File: src/rtl/cb_updn_mod.sv
// rtl/cb_updn_mod.sv - cascadable modulo-N up/down counter with load, preset, clear
// Carry/borrow out is combinational so chained stages count with no added latency.
module cb_updn_mod #(
  parameter int              WIDTH   = 4,
  parameter longint unsigned MODULUS = 16
) (
  input  logic             CLK,
  input  logic             RST,
  input  logic [WIDTH-1:0] D,
  input  logic             CAI,
  input  logic             EN,
  input  logic             UP,
  input  logic             LD,
  input  logic             PS,
  input  logic             CS,
  output logic [WIDTH-1:0] Q,
  output logic             CAO,
  output logic             WRAP,
  output logic             LDERR
);

  localparam logic [WIDTH-1:0] MAX_Q = WIDTH'(MODULUS - 64'd1);

  logic [WIDTH-1:0] r_q;
  logic             r_wrap;
  logic             r_lderr;

  logic             w_term;
  logic             w_count;
  logic             w_ld_oor;
  logic [WIDTH-1:0] w_q_next;

  // Terminal count depends on direction so the cascade sees carry (up) or borrow (down).
  assign w_term   = UP ? (r_q == MAX_Q) : (r_q == '0);
  assign w_count  = CAI & EN;
  assign w_ld_oor = (64'(D) >= MODULUS);

  always_comb begin
    w_q_next = r_q;
    if (UP) begin
      w_q_next = w_term ? '0 : r_q + WIDTH'(1);
    end else begin
      w_q_next = w_term ? MAX_Q : r_q - WIDTH'(1);
    end
  end

  always_ff @(posedge CLK) begin
    if (RST) begin
      r_q     <= '0;
      r_wrap  <= 1'b0;
      r_lderr <= 1'b0;
    end else if (PS) begin
      r_q    <= MAX_Q;
      r_wrap <= 1'b0;
    end else if (CS) begin
      r_q    <= '0;
      r_wrap <= 1'b0;
    end else if (LD) begin
      // Out-of-range loads saturate to the top of the count range and latch the error.
      r_q     <= w_ld_oor ? MAX_Q : D;
      r_wrap  <= 1'b0;
      r_lderr <= r_lderr | w_ld_oor;
    end else if (w_count) begin
      r_q    <= w_q_next;
      r_wrap <= w_term;
    end else begin
      r_wrap <= 1'b0;
    end
  end

  assign Q     = r_q;
  assign CAO   = w_count & w_term;
  assign WRAP  = r_wrap;
  assign LDERR = r_lderr;

endmodule
File: config.mk
export PLATFORM = sky130hd
export DESIGN_NAME = cb_updn_mod
export DESIGN_NICKNAME = d
export VERILOG_FILES = /design/src/rtl/cb_updn_mod.sv
export SDC_FILE = /design/constraint.sdc
export NUM_CORES = 1
export LEC_CHECK = 0
export CORE_AREA = 2 2 39 41
export CTS_CLUSTER_SIZE = 12
export DETAILED_ROUTE_END_ITERATION = 7
export DIE_AREA = 0 0 41 43
export PLACE_DENSITY = 0.68
export SYNTH_ARGS = -nofsm -noshare
export SYNTH_HDL_FRONTEND = slang
export SYNTH_SLANG_ARGS = --single-unit
File: constraint.sdc
create_clock -name CLK -period 1.7 [get_ports CLK]
set_input_delay 0.425 -clock CLK [delete_from_list [all_inputs] [get_ports CLK]]
set_output_delay 0.425 -clock CLK [all_outputs]
set_load 0.05 [all_outputs]
-- After elaboration in Yosys (flattened, before gate mapping)
Index checks and enable logic that the tools add are counted.
- mux-type cells: 8
- $add $sub $neg: 2
- eq/ne operators: 1
- reduce and logical (&&, ||, !) cells: 3
- bitwise gates (word level): 3
- operators with widths (cell ; count):
    2-to-1 mux 4 bit ; 7
    OR reduction 5 bit ; 1
    adder 4 x 1 -> 4 bit (second input constant) ; 1
    == test 4 bit (second input constant) ; 1
    logical NOT 4 bit ; 1
    nonzero test 4 bit ; 1
    subtractor 4 x 1 -> 4 bit (second input constant) ; 1
    AND 1 bit ; 2
    2-to-1 mux 1 bit ; 1
    inverter 1 bit ; 1
- output and inout bits: 7
- input port bits: 12
- bits in registers: 5
- word-level logic and storage cells: 19

-- Depth between registers and ports, before layout
- depth after elaboration: 8
- depth in mapped cells: 6

-- Worst setup path after synthesis
OpenSTA, ideal clock, no wires.
- path kind: flip-flop to output port
- start point: register r_q[0], in the netlist Q[0]
- end point: output port CAO
- path buffers: 0
- slack: -0.534 ns
- required time: 1.275 ns
- arrival time: 1.809 ns
- stages on the path, launching flop included: 6
- path through: dfxtp_1 > inv_1 > ha_1 > or3b_4 > o21ai_2 > and3_1
- word-level cells in the longest chain between the ends: 3
- ends and longest elaborated chain (what ; line ; RTL):
    start: declaration ; 24 ; logic [WIDTH-1:0] r_q;
    start signal: assignment ; 60 ; r_q <= w_ld_oor ? MAX_Q : D;
    start signal: assignment ; 64 ; r_q <= w_q_next;
    == test 4 bit or logical NOT 4 bit (tied branches) ; 34 ; assign w_term = UP ? (r_q == MAX_Q) : (r_q == '0);
    2-to-1 mux 1 bit (*) ; 34 ;
    AND 1 bit (*) ; 72 ; assign CAO = w_count & w_term;
    end: declaration ; 17 ; output logic CAO,
Mark *: on every way between the ends. The rest lies on a longest branch, timed or not.

-- Worst setup path after layout
- start point: register r_q[1], in the netlist Q[1]
- end point: output port CAO
The elaborated chain is that of the path after synthesis.

==> out/results.tsv <==
metric	value	unit
clock_latency	240	ps
cp_max_fo	2	
initial_core_util	0.321	
critPathKind	flip-flop to primary output	
wl	1.19	mm
routed_via_density	5.19	
cap_violations	0	
ys_types	32	
root_buffer	clkbuf_4	
post_dp_cell_area	772	um^2
final_cell_area	823	um^2
yosysWarningCount	0	
postSynthAreaPerCell	7.40	um^2
cts_sinks	5	
core	1380	um^2
path_cells	inv_4 > ha_4 > or3b_4 > o21ai_2 > and3_4 > buf_12	
drt_iter0_drc	9	
wire_per_inst	11.2	um
min_delay_path_depth	2	
drive_above_1_share	0.356	
fin_ws	-335	ps
r2r_start	Q[0]	
hold_class	flip-flop to flip-flop	
r2r_slack	100	ps
share_comb_of_total_power	0.465	
timing.hold.ws	662	ps
final_cells	106	
vias	550	
power.share.clock	0.267	
cpPeakStageDelay	380	ps
ir_worst_vdd	0.434	mV
clockBufferDepth	2	
fp.dieW	41	um
grt_max_degree	11	
intPower	0.000337	W
grt_pass1_vias	496	
grt_pass1_wl	1.98	mm
yosys.area.top_type	dfxtp_1	
violations	negative setup slack	
die_y	43	um
routabilityCongestion	0.802	
clk_pin_slew	40	ps
rsz0062_at_grt	yes	
finalCritPeriodShare	1.20	
synth.top_cell.area_share	0.225	
arrival	1610	ps
finalNetCount	105	
gr-total-overflow	0	
firstDrtPassIters	4	
synth_async_sr_flop_share	0	
n_antenna_cell	0	
end_kind	primary output	
synth_seq_area_share	0.225	
pre_cts_slack	-422	ps
cts_buffers	3	
holdBufCountCts	0	
ioPinCount	19	
route.detailed.drc	0	
cts_tree	built	
hold_viol	0	
synth.area.top_cells	dfxtp_1, a21oi_1, inv_1, a31oi_1, ha_1	
syn_inst	60	
cp.required	1270	ps
power_density	617	nW/um^2
crit_slowest_cell	or3b_4	
placed_cells	101	
p_sw_frac	0.337	
synth_common_cells	a21oi_1, inv_1, dfxtp_1	
dp_hpwl	962	um
track_usage	0.168	
rows	14	
post-route-util	0.595	
dieArea	1760	um^2
synth_edf_count	0	
port_buffers	17	
p_seq_frac	0.268	
min-delay-start	Q[2]	
r2r_cells	7	
skew	1.44	ps
ys_seq_elements	5	
period_needed	2030	ps
hold_end	Q[2]	
synth_nets	74	
netlist_area	444	um^2
synthToLayoutAreaGrowth	85.4	%
slew_viol_final	0	
synth_flop_cell	dfxtp_1	
reg2reg_to	Q[2]	
htree_levels	1	
max_freq	491	MHz
crit_path_start_kind	flip-flop	
p_sw	0.000171	W
antenna_found_initial	0	
status	finished, violations left	
leakagePower	0.342	nW
ant_nets	0	
setup_viol	1	
## repair_timing
item | CTS | global route
gates resized for setup | 1 | 4
pin swaps | 4 | 3
endpoints found under the setup margin | 1 | 3
buffers inserted | 1 | 0
## worst max-delay path, delay by kind of cell, from the launching register on
kind                     cells  cell delay (ps)
AND/OR/NAND/NOR              2              590
flip-flops                   1              340
buffers and inverters        2              190
adder cells (fa/ha/maj)      1              120
AO/OA/AOI/OAI                1              120
## routing by layer
layer | global-route usage | share of wire
met5 | 0 | 0
met4 | 0.0200 | 0
met3 | 0.0942 | 0.071
met2 | 0.259 | 0.52
met1 | 0.203 | 0.41
## worst max path at each step
stage / startpoint / end / slack, ps
2_1_floorplan: Q[1] / CAO / -100
3_3_place_gp: UP / CAO / -410
3_5_place_dp: UP / CAO / -420
4_1_cts: Q[0] / CAO / -370
5_1_grt: Q[1] / CAO / -410
6_report: Q[1] / CAO / -330
## state kept, by name, summed over array words and instances, names as in the netlist
register and count:
Q 4, WRAP 1
## through the flow
step | power, W | TNS (ps)
after global placement | 0.000363 | -853
after global routing | 0.000552 | -410
after CTS | 0.000507 | -368
final | 0.000508 | -335
after detailed placement | 0.000365 | -891
after floorplan | 0.000259 | -97.3
## kinds of logic after synthesis
logic type,share of synthesized area
AO/OA/AOI/OAI,0.324
XOR/XNOR,0.0197
adder cells (fa/ha/maj),0.0563
buffers and inverters,0.113
flip-flops,0.225
multiplexers,0.0225
other,0.00844
AND/OR/NAND/NOR,0.231
## layout make-up
cell class              count  area, um^2
clock buffers               4        26.3
fillers                   125         561
inverters                   7        31.3
multi-input cells          45         330
flip-flops and latches      5         109
well taps                  16        20.0
repair buffers             29         307
## power groups by stage
stage / Sequential (W) / Clock, W / Combinational, W
final: 0.000136 / 0.000136 / 0.000236
after global routing: 0.000137 / 0.000161 / 0.000253
after CTS: 0.000136 / 0.000140 / 0.000230
after detailed placement: 0.000138 / 0 / 0.000227
after global placement: 0.000138 / 0 / 0.000225
after floorplan: 0.000170 / 0 / 0.0000897
## cells in the final DEF (no fill, tap or decap), types with 2 or more instances in the layout
cell and count:
clkbuf_4 3, nand2_1 3, nor2_1 4, ha_4 2
dfxtp_1 2, buf_12 5, o21ai_1 2, inv_1 5
o221ai_1 2, clkdlybuf4s50_1 10, dfxtp_4 2, a31oi_1 4
nor2b_1 2, buf_4 13, a21oi_1 7, inv_4 2
Note: power is estimated with default switching activity, not from simulation.
